==> src/rtl/param_sequence_detector.sv <==
// Runtime-programmable serial pattern detector with overlap control and a saturating match counter.
// Optional macro SEQ_DET_MASK_EN adds a per-bit don't-care mask loaded alongside the pattern.
module param_sequence_detector #(
    parameter int                   PATTERN_W       = 8,
    parameter int                   LEN_W           = 4,
    parameter int                   CNT_W           = 8,
    parameter logic [PATTERN_W-1:0] DEFAULT_PATTERN = PATTERN_W'(8'b0000_1011),
    parameter int                   DEFAULT_LEN     = 4
) (
    input  logic                 clk,
    input  logic                 rst,
    input  logic                 data_in,
    input  logic                 data_valid,
    input  logic                 pattern_load,
    input  logic [PATTERN_W-1:0] pattern_in,
    input  logic [LEN_W-1:0]     pattern_len,
`ifdef SEQ_DET_MASK_EN
    input  logic [PATTERN_W-1:0] pattern_mask_in,
`endif
    input  logic                 overlap_en,
    input  logic                 count_clear,
    output logic                 detect,
    output logic [CNT_W-1:0]     match_count,
    output logic                 count_sat
);

    typedef enum logic [1:0] {
        IDLE    = 2'd0,
        FILLING = 2'd1,
        ARMED   = 2'd2
    } state_t;

    localparam logic [LEN_W-1:0] MAX_LEN     = LEN_W'(PATTERN_W);
    localparam logic [CNT_W-1:0] CNT_ALMOST  = {{(CNT_W-1){1'b1}}, 1'b0};

    logic [PATTERN_W-1:0] history_r;
    logic [PATTERN_W-1:0] pattern_r;
    logic [PATTERN_W-1:0] care_s;
    logic [LEN_W-1:0]     fill_r;
    logic [LEN_W-1:0]     len_r;
    logic [LEN_W-1:0]     len_load_s;
    logic [PATTERN_W-1:0] history_next_s;
    logic [LEN_W-1:0]     fill_next_s;
    logic                 shift_s;
    logic                 match_s;
    logic                 detect_r;
    logic [CNT_W-1:0]     count_r;
    logic                 sat_r;
    state_t               state_r;

    // Masked compare of the low len history bits against the pattern.
    function automatic logic pattern_hit(input logic [PATTERN_W-1:0] hist,
                                         input logic [PATTERN_W-1:0] pat,
                                         input logic [PATTERN_W-1:0] care,
                                         input logic [LEN_W-1:0]     len);
        logic [PATTERN_W-1:0] diff;
        diff = (hist ^ pat) & care;
        for (int i = 0; i < PATTERN_W; i++) begin
            if (i >= int'(len)) begin
                diff[i] = 1'b0;
            end
        end
        return (diff == {PATTERN_W{1'b0}});
    endfunction

    function automatic state_t state_of(input logic [LEN_W-1:0] fill,
                                        input logic [LEN_W-1:0] len);
        if (fill == {LEN_W{1'b0}}) begin
            return IDLE;
        end else if (fill >= len) begin
            return ARMED;
        end else begin
            return FILLING;
        end
    endfunction

`ifdef SEQ_DET_MASK_EN
    logic [PATTERN_W-1:0] mask_r;
    assign care_s = mask_r;
`else
    assign care_s = {PATTERN_W{1'b1}};
`endif

    // A load wins over the bit in the same cycle, so the bit neither shifts nor matches.
    assign shift_s    = data_valid & ~pattern_load;
    assign len_load_s = ((pattern_len == {LEN_W{1'b0}}) || (pattern_len > MAX_LEN)) ? MAX_LEN : pattern_len;

    // Next history/fill and the match decision for the current bit.
    always_comb begin
        history_next_s = history_r;
        fill_next_s    = fill_r;
        if (shift_s) begin
            history_next_s = {history_r[PATTERN_W-2:0], data_in};
            if (fill_r < MAX_LEN) begin
                fill_next_s = fill_r + LEN_W'(1);
            end else begin
                fill_next_s = fill_r;
            end
        end else begin
            fill_next_s = fill_r;
        end
        match_s = shift_s && ((state_r == ARMED) || (fill_next_s >= len_r)) &&
                  pattern_hit(history_next_s, pattern_r, care_s, len_r);
    end

    // Control FSM with history, pattern registers, detect pulse and saturating counter.
    always_ff @(posedge clk or negedge rst) begin
        if (!rst) begin
            history_r <= {PATTERN_W{1'b0}};
            fill_r    <= {LEN_W{1'b0}};
            pattern_r <= DEFAULT_PATTERN;
            len_r     <= LEN_W'(DEFAULT_LEN);
`ifdef SEQ_DET_MASK_EN
            mask_r    <= {PATTERN_W{1'b1}};
`endif
            state_r   <= IDLE;
            detect_r  <= 1'b0;
            count_r   <= {CNT_W{1'b0}};
            sat_r     <= 1'b0;
        end else begin
            detect_r <= match_s;
            if (count_clear) begin
                count_r <= {CNT_W{1'b0}};
                sat_r   <= 1'b0;
            end else if (match_s && !sat_r) begin
                count_r <= count_r + CNT_W'(1);
                sat_r   <= (count_r == CNT_ALMOST);
            end else begin
                count_r <= count_r;
                sat_r   <= sat_r;
            end

            if (pattern_load) begin
                pattern_r <= pattern_in;
                len_r     <= len_load_s;
`ifdef SEQ_DET_MASK_EN
                mask_r    <= pattern_mask_in;
`endif
                fill_r    <= {LEN_W{1'b0}};
                state_r   <= IDLE;
            end else begin
                history_r <= history_next_s;
                if (match_s && !overlap_en) begin
                    fill_r  <= {LEN_W{1'b0}};
                    state_r <= IDLE;
                end else begin
                    fill_r <= fill_next_s;
                    case (state_r)
                        IDLE:    state_r <= state_of(fill_next_s, len_r);
                        FILLING: state_r <= state_of(fill_next_s, len_r);
                        ARMED:   state_r <= ARMED;
                        default: state_r <= IDLE;
                    endcase
                end
            end
        end
    end

    assign detect      = detect_r;
    assign match_count = count_r;
    assign count_sat   = sat_r;

endmodule

==> config.mk <==
export PLATFORM = sky130hd
export DESIGN_NAME = param_sequence_detector
export DESIGN_NICKNAME = d
export VERILOG_FILES = /design/src/rtl/param_sequence_detector.sv
export SDC_FILE = /design/constraint.sdc
export NUM_CORES = 1
export LEC_CHECK = 0
export BUFFER_PORTS_ARGS = -buffer_cell sky130_fd_sc_hd__buf_2
export CAP_MARGIN = 20
export CORE_ASPECT_RATIO = 0.8
export CORE_UTILIZATION = 28
export CTS_BUF_LIST = sky130_fd_sc_hd__clkbuf_2 sky130_fd_sc_hd__clkbuf_4 sky130_fd_sc_hd__clkbuf_8
export DETAILED_ROUTE_END_ITERATION = 10
export GPL_TIMING_DRIVEN = 0
export HOLD_SLACK_MARGIN = 0.02
export SYNTH_ARGS = -nofsm -noshare
export SYNTH_HDL_FRONTEND = slang
export SYNTH_SLANG_ARGS = --single-unit
==> constraint.sdc <==
create_clock -name clk -period 3.85 [get_ports clk]
set_input_delay 0.385 -clock clk [delete_from_list [all_inputs] [get_ports clk]]
set_output_delay 0.385 -clock clk [all_outputs]
set_load 0.005 [all_outputs]
# After elaboration in Yosys (flattened, before gate mapping)
# Cells that the tools add are included.
dict set report totals {
  regBits 36
  in_bits 19
  out_inout_bits 10
  wordCells 64
}
dict set report classes {
  n_addsub 2
  magnitude_cmp 11
  n_eq_ne 3
  muxes 23
  bitwise_logic 3
  reduce_logical 14
}
# cell n
set op_table {}
lappend op_table {{2-to-1 mux 8 bit} 3}
lappend op_table {{2-to-1 mux 4 bit} 5}
lappend op_table {{>= comparator 3 x 4 -> 1 bit, first input constant} 4}
lappend op_table {{2-to-1 mux 1 bit} 10}
lappend op_table {{adder 8 x 1 -> 8 bit, second input constant} 1}
lappend op_table {{== test 8 bit, second input constant} 1}
lappend op_table {{>= comparator 1 x 4 -> 1 bit, first input constant} 2}
lappend op_table {{>= comparator 2 x 4 -> 1 bit, first input constant} 2}
lappend op_table {{zero test 4 bit} 2}
lappend op_table {{zero test 8 bit} 1}
lappend op_table {{2-to-1 mux 2 bit} 4}
lappend op_table {{XOR 8 bit} 1}
lappend op_table {{adder 4 x 1 -> 4 bit, second input constant} 1}
lappend op_table {{>= comparator 4 bit} 1}
lappend op_table {{greater-than comparator 4 bit, second input constant} 1}
lappend op_table {{logical AND 1 bit} 4}
lappend op_table {{< comparator 4 bit, second input constant} 1}
lappend op_table {{case mux 2 bit (2 select lines)} 1}
lappend op_table {{== test 2 x 1 -> 1 bit, second input constant} 1}
lappend op_table {{== test 2 bit, second input constant} 1}
lappend op_table {{zero test 1 bit} 2}
lappend op_table {{zero test 2 bit} 1}
lappend op_table {{logical OR 1 bit} 2}
lappend op_table {{nonzero test 2 bit} 1}
lappend op_table {{other kinds (3)} 3}

# Longest topological paths before layout
# Gate-level depths: netlist of run 1.
dict set report depth {
  ltp_word 10
  ltp_mapped 13
  ltp_nobuf 12
}

# Worst setup path after synthesis of run 1
# Ideal clock, no wire load.
dict set report synth_path {
  path_kind {input port to flip-flop}
  startpoint {in pattern_load}
  endpoint {reg count_r[7], in the netlist match_count[7]}
  setup_ns 0.078
  arrival_ns 2.896
  required_ns 3.772
  path_slack_ns 0.876
  path_stages 13
  path_buffers 1
  cell_sequence {nand2b_1 nor2_1 nand2_1 xor2_1 inv_1 ha_1 o21ai_0 o21bai_1 o2111ai_1 or4_1 buf_2 or4_1 a21oi_1}
}
dict set report synth_via {
  elab_chain_cells 9
  elab_cells_between_ends 20
  classes_between {1 x order compare; 10 x mux; 3 x bitwise; 6 x reduce/logical}
}
# item line
set synth_lines {}
lappend synth_lines {{start: declaration} 14} ;# input logic pattern_load,
lappend synth_lines {{inverter 1 bit (*)} 85} ;# assign shift_s = data_valid & ~pattern_load;
lappend synth_lines {{bitwise AND 1 bit (*)} 85}
lappend synth_lines {{2-to-1 mux 4 bit or 2-to-1 mux 8 bit (tied branches)} 92} ;# if (shift_s) begin
lappend synth_lines {{>= comparator 4 bit or XOR 8 bit (tied branches)} {102, 57}}
lappend synth_lines {{logical OR 1 bit or 2-to-1 mux 1 bit (tied branches)} {102, 59}}
lappend synth_lines {{logical AND 1 bit or zero test 8 bit (tied branches)} {102, 63}}
lappend synth_lines {{logical AND 1 bit (*)} 102} ;# match_s = shift_s && ((state_r == ARMED) || (fill_next_s >= len_r)) &&
lappend synth_lines {{logical AND 1 bit (*)} 125} ;# end else if (match_s && !sat_r) begin
lappend synth_lines {{nonzero test 2 bit (no line) (*)} --}
lappend synth_lines {{end signal: assignment} 123} ;# count_r <= {CNT_W{1'b0}};
lappend synth_lines {{end signal: assignment} 126} ;# count_r <= count_r + CNT_W'(1);
lappend synth_lines {{end signal: assignment} 129} ;# count_r <= count_r;
lappend synth_lines {{end: declaration} 47} ;# logic [CNT_W-1:0] count_r;
# Mark *: on every way between the ends. The rest lies on a longest branch, timed or not.
# A chain may end at the register's enable or synchronous reset.

# Final worst setup path of run 1
# Same ends and word-level chain as after synthesis.

==> results of run 1 <==
cell families (layout without fill, tap and decap cells):
group                      Yosys count  count (layout)  share of synthesized area (%)
and+or+nand+nor                     54              54                          14.85
muxes                               20              20                          11.84
buffers and inverters               21              57                          4.791
xor gates and xnor gates             9               9                          4.312
adders and majority gates            7               7                          4.791
DFF                                 35              35                          48.19
AOI/OAI and AO/OA                   32              32                          11.23
area by class of cell:
type	count	area (um2)	share of cell area [%]
Sequential cell	35	880.8	40.53
Multi-Input combinational cell	122	859.6	39.55
Timing Repair Buffer	28	140.1	6.448
Tap cell	81	101.3	4.663
Clock buffer	7	96.34	4.433
Inverter	16	60.06	2.763
Buffer	5	27.53	1.267
Clock inverter	1	7.507	0.3454
registers in the layout (all words and copies together) (netlist names):
signal       flops
match_count      8
history_r        7
pattern_r        8
state_r          2
len_r            4
detect           1
fill_r           4
count_sat        1
per-stage QoR:
step / area, um2 / hold WS (ns)
after global routing: 2173 / 0.2465
after global placement: 2069 / 0.4664
after detailed placement: 2069 / 0.4832
final: 2173 / 0.1675
after CTS: 2173 / 0.2116
after floorplan: 1828 / 0.08941
how the worst min path moves through the flow:
stage | startpoint | to | slack (ns) | depth (start not counted)
after detailed placement | history_r[4] | history_r[4] | 0.48 | 2
after CTS | rst | len_r[3] | 0.21 | 1
final | rst | len_r[1] | 0.17 | 1
after floorplan | rst | count_sat | 0.09 | 0
after global placement | history_r[4] | history_r[4] | 0.47 | 2
after global routing | rst | fill_r[2] | 0.25 | 1
per-layer routing:
| layer | share of wire (%) | wire length (um) | GRT usage (%) |
|---|---|---|---|
| met1 | 55 | 2048 | 17.95 |
| met2 | 40 | 1492 | 16.54 |
| met3 | 4.6 | 171 | 3.579 |
| met5 | 0 | 0 | 0 |
| met4 | 0.88 | 33 | 2.604 |
synth_stat cells (all sizes together):
library cell   n  area share [%]
nor2b          3             1.0
nand2b         3             1.0
a21oi          8             2.2
nor3b          1            0.41
xnor2          5             2.4
o211ai         1            0.41
nor2           8             1.6
a41oi          2            0.96
nor3           8             2.2
or3            4             1.4
o22ai          3             1.0
mux2          10             6.2
a221o          1            0.55
and3           1            0.34
nand3          4             1.1
and2           1            0.34
buf            2            0.89
dfstp          4             5.7
nand2         15             3.1
clkbuf         3            0.62
o21bai         1            0.41
inv           16             3.3
dfrtp         31              42
or4            4             1.6
nand4          1            0.34
a211oi         2            0.82
or2            1            0.34
xor2           4             1.9
ha             7             4.8
a22o           1            0.48
o21ai          8             2.2
o2111ai        2            0.96
mux2i         10             5.7
o31ai          3             1.2
where the power goes:
group / leakage [nW] / switching, W / internal (W)
Sequential: 0.446 / 0.0000302 / 0.000412
Clock: 0.0505 / 0.000133 / 0.000163
Combinational: 0.532 / 0.000100 / 0.0000832
worst max-delay path, stage by stage:
cell       delay, ns
buf_2           0.13
nand2b_1        0.17
nor2_1          0.22
nand2_1         0.10
xor2_1          0.29
inv_1           0.09
ha_1            0.28
o21ai_0         0.08
o21bai_1        0.28
o2111ai_1       0.15
or4_1           0.51
buf_2           0.21
or4_1           0.40
a21oi_1         0.15
==> impl_results.md, run 1 <==
* Actual slew at the worst max-slew pin at 0.7723 ns
* DP Cell Count at 287
* Total Wirelength at 3.745 mm
* Reg-to-reg setup timing slack at 0.63 ns
* Reg-to-reg endpoint: match_count[7]
* Register area share after synthesis at 48.19%
* Die area at 6858 um2
* Final hold viol count at 0
* Hold-fix buffers, CTS at 0
* Arrival @ worst endpoint at 3.45 ns
* Setup bufs post-CTS at 0
* First-pass DRT Iterations at 4
* Crit path to: match_count[7]
* Setup violations, final at 0
* Vias in the first global route at 1,301
* Leak at 1.028 nW
* CTS Sinks at 35
* Power density over cell area at 423.9 nW/um2
* Ys Warns at 0
* Total GRT Usage at 11.89%
* Worst setup path startpoint: pattern_load
* CTS resizes at 0
* Total gr overflow at 0
* Max Root-Sink Buffers at 2
* GPL Wtd Cong at 0.8018
* Crit start category: input pin
* Num CTS Buffers at 5
* Worst vdd ir at 0.0001828 V
* Initial DRC Count at 63
* CTS tree: done
* Tightest Hold Check Type: input pin to async pin
* Crit. End Element: flip-flop
* Die Width at 92.34 um
* Largest net degree at the start of global routing at 36
* Syn Inst Count at 178
* HPWL after detailed placement at 2.847 mm
* Vias per cell at 4.722
* Initial antenna violation count at 0
* Initial Util at 29.97%
* Min Clock Period, post-route at 3.238 ns
* I/O pin count at 29
* RSZ-0062 raised after global routing: false
* Most common cell after layout, fill and taps aside: dfrtp_1
* Max-slew violation count at 0
* Setup TNS at 0 ns
* Row Count at 25
* Non-Filler Instances at 295
* Period utilisation layout at 84.10%
* Die span in y at 74.27 um
* Routed Antenna Nets at 0
* Critical path class: input pin to flip-flop
* Critical Path RT at 4.06 ns
* Antenna cells at 0
* Post-synth net total at 204
* Worst slack, placed at 0.3245 ns
* Final core occ at 35.63%
* Maximum fanout along the worst path at 10
* Slew HR at 48.51%
* Core area at 6100 um2
* Port Buf Inserts at 28
* Worst-skew pair later-pin latency at 0.29 ns
* Share of cells above drive strength 1 at 25.23%
* Maxcap violations at 0
* Worst setup margin at 0.6121 ns
* Final Skew at 0.007605 ns
* Fin nets at 239
* Pwr Total at 0.0009212 W
* Worst R2R Path Depth at 12
* DRC viols at 0
* Clk root buf: clkbuf_8
* Yosys reg bits at 35
* Synthesized area per cell at 10.27 um2
* H-tree depth at 2
* Mapped cell area at 1828 um2
* FMAX at 0.3088 GHz
* Commonest non-fill, non-tap cells in the layout: dfrtp_1 (31), buf_2 (29), inv_1 (16), nand2_1 (15), mux2_2 (10)
* Worst r2r src: fill_r[3]
* P&R area growth vs syn at 18.89%
* FILL cells at 628
* Routed len/inst at 12.69 um
* Via count at 1,393
* First-pass GRT wire length at 6.361 mm
* CTS clk-pin slew, worst paths at 0.07 ns
* Cell variety after synth at 36
* Run status: complete, no violations
Power figures use the tool's default switching activity.
==> run 2: changes to the inputs <==
==> constraint.sdc (replaced) <==
create_clock -name clk -period 3.35 [get_ports clk]
set_input_delay 0.335 -clock clk [delete_from_list [all_inputs] [get_ports clk]]
set_output_delay 0.335 -clock clk [all_outputs]
set_load 0.005 [all_outputs]
==> impl_results.md, run 2 (synthesis results as in run 1) <==
* Most common cell after layout, fill and taps aside: dfrtp_1
* Period utilisation layout at 93.27%
* Die Width at 92.34 um
* Routed len/inst at 12.78 um
* Largest net degree at the start of global routing at 36
* Die span in y at 74.27 um
* P&R area growth vs syn at 19.71%
* Worst-skew pair later-pin latency at 0.29 ns
* First-pass DRT Iterations at 4
* Commonest non-fill, non-tap cells in the layout: dfrtp_1 (31), buf_2 (29), inv_1 (16), nand2_1 (15), mux2_2 (10)
* Initial DRC Count at 61
* Routed Antenna Nets at 0
* Final Skew at 0.007442 ns
* Met3 routed WL at 171 um
* M1 wire length at 2.051 mm
* DRC viols at 0
* Clk root buf: clkbuf_8
* Final core occ at 35.88%
* Num CTS Buffers at 5
* Max-slew violation count at 0
* Worst R2R Path Depth at 12
* First-pass GRT wire length at 6.361 mm
* Total Wirelength at 3.770 mm
* Pwr Total at 0.001061 W
* Initial antenna violation count at 0
* Power density over cell area at 484.8 nW/um2
* Actual slew at the worst max-slew pin at 0.7781 ns
* Die area at 6858 um2
* Arrival @ worst endpoint at 3.34 ns
* Via count at 1,402
* Share of cells above drive strength 1 at 26.64%
* Max Root-Sink Buffers at 2
* Final hold viol count at 0
* Worst vdd ir at 0.0002103 V
* Setup violations, final at 0
* Crit start category: flip-flop
* Critical path class: flip-flop to flip-flop
* CTS clk-pin slew, worst paths at 0.07 ns
* GPL Wtd Cong at 0.8018
* Tightest Hold Check Type: input pin to async pin
* Leak at 1.033 nW
* Vias per cell at 4.753
* H-tree depth at 2
* CTS tree: done
* Maximum fanout along the worst path at 10
* I/O pin count at 29
* Max layer used: met4
* Slew HR at 48.13%
* Worst r2r src: fill_r[3]
* Port Buf Inserts at 28
* Initial Util at 29.97%
* Core area at 6100 um2
* Vias in the first global route at 1,301
* FILL cells at 626
* Row Count at 25
* Total GRT Usage at 11.89%
* Min Clock Period, post-route at 3.125 ns
* CTS Sinks at 35
* FMAX at 0.3200 GHz
* Maxcap violations at 0
* RSZ-0062 raised after global routing: false
* Critical Path RT at 3.56 ns
* Hold-fix buffers, CTS at 0
* Reg-to-reg endpoint: match_count[7]
* Antenna cells at 0
* Run status: complete, no violations
* HPWL after detailed placement at 2.847 mm
* Total gr overflow at 0
* Crit. End Element: flip-flop
* Met2 wire len at 1.512 mm
* Reg-to-reg setup timing slack at 0.23 ns
* Fin nets at 239
run 2: cell counts in the layout (fill, tap and decap cells not counted):
Identical to the previous run, type by type.
run 2: metal layers:
metal / track usage (%) / vias to the layer above
li1: - / 696
met1: 17.95 / 662
met2: 16.54 / 38
met3: 3.579 / 6
met4: 2.604 / 0
met5: 0 / -
run 2: how the worst max path moves through the flow:
stage / from / to / depth (start not counted)
floorplan: pattern_load / match_count[7] / 13
global placement: pattern_load / match_count[7] / 14
detailed placement: pattern_load / match_count[7] / 14
CTS: fill_r[3] / match_count[7] / 12
global route: fill_r[3] / match_count[7] / 12
finish: fill_r[3] / match_count[7] / 12
run 2: cell type report:
cell class	count	area [um2]	area share [%]
sequential	35	880.8	40.25
multi-input combinational	122	874.6	39.97
timing repair buffer	28	140.1	6.404
tap	81	101.3	4.631
clock buffer	7	96.34	4.403
inverter	16	60.06	2.744
buffer	5	27.53	1.258
clock inverter	1	7.507	0.3431
run 2: repair_timing:
item	CTS	global route
endpoints found under the setup margin	0	3
setup buffers	0	0
gates resized for setup	0	3
run 2: power breakdown:
group	switching, W	total (W)	internal [W]
Clock	0.000152	0.000339	0.000187
Sequential	0.0000346	0.000508	0.000474
Combinational	0.000117	0.000214	0.0000968
Total	0.000304	0.00106	0.000757
run 2: stage by stage:
step,setup TNS (ns),worst slack (ns),cells,hold WS [ns],instance area [um2]
4_1_cts,0,0.1232,295,0.1616,2173
5_1_grt,0,0.006500,295,0.1965,2188
3_5_place_dp,-0.1979,-0.1255,287,0.4748,2069
6_report,0,0.2254,295,0.1217,2188
3_3_place_gp,-0.1358,-0.08907,287,0.4640,2069
2_1_floorplan,0,0.4257,178,0.03941,1828
run 2: worst max-delay path: stages (launching register included):
cell and delay, ns:
dfrtp_1 0.38, nor2_1 0.26, nand2_1 0.14, xor2_2 0.22, inv_1 0.08, ha_1 0.27
o21ai_0 0.10, o21bai_2 0.20, o2111ai_1 0.13, or4_1 0.51, buf_2 0.20, or4_1 0.40
a21oi_1 0.15
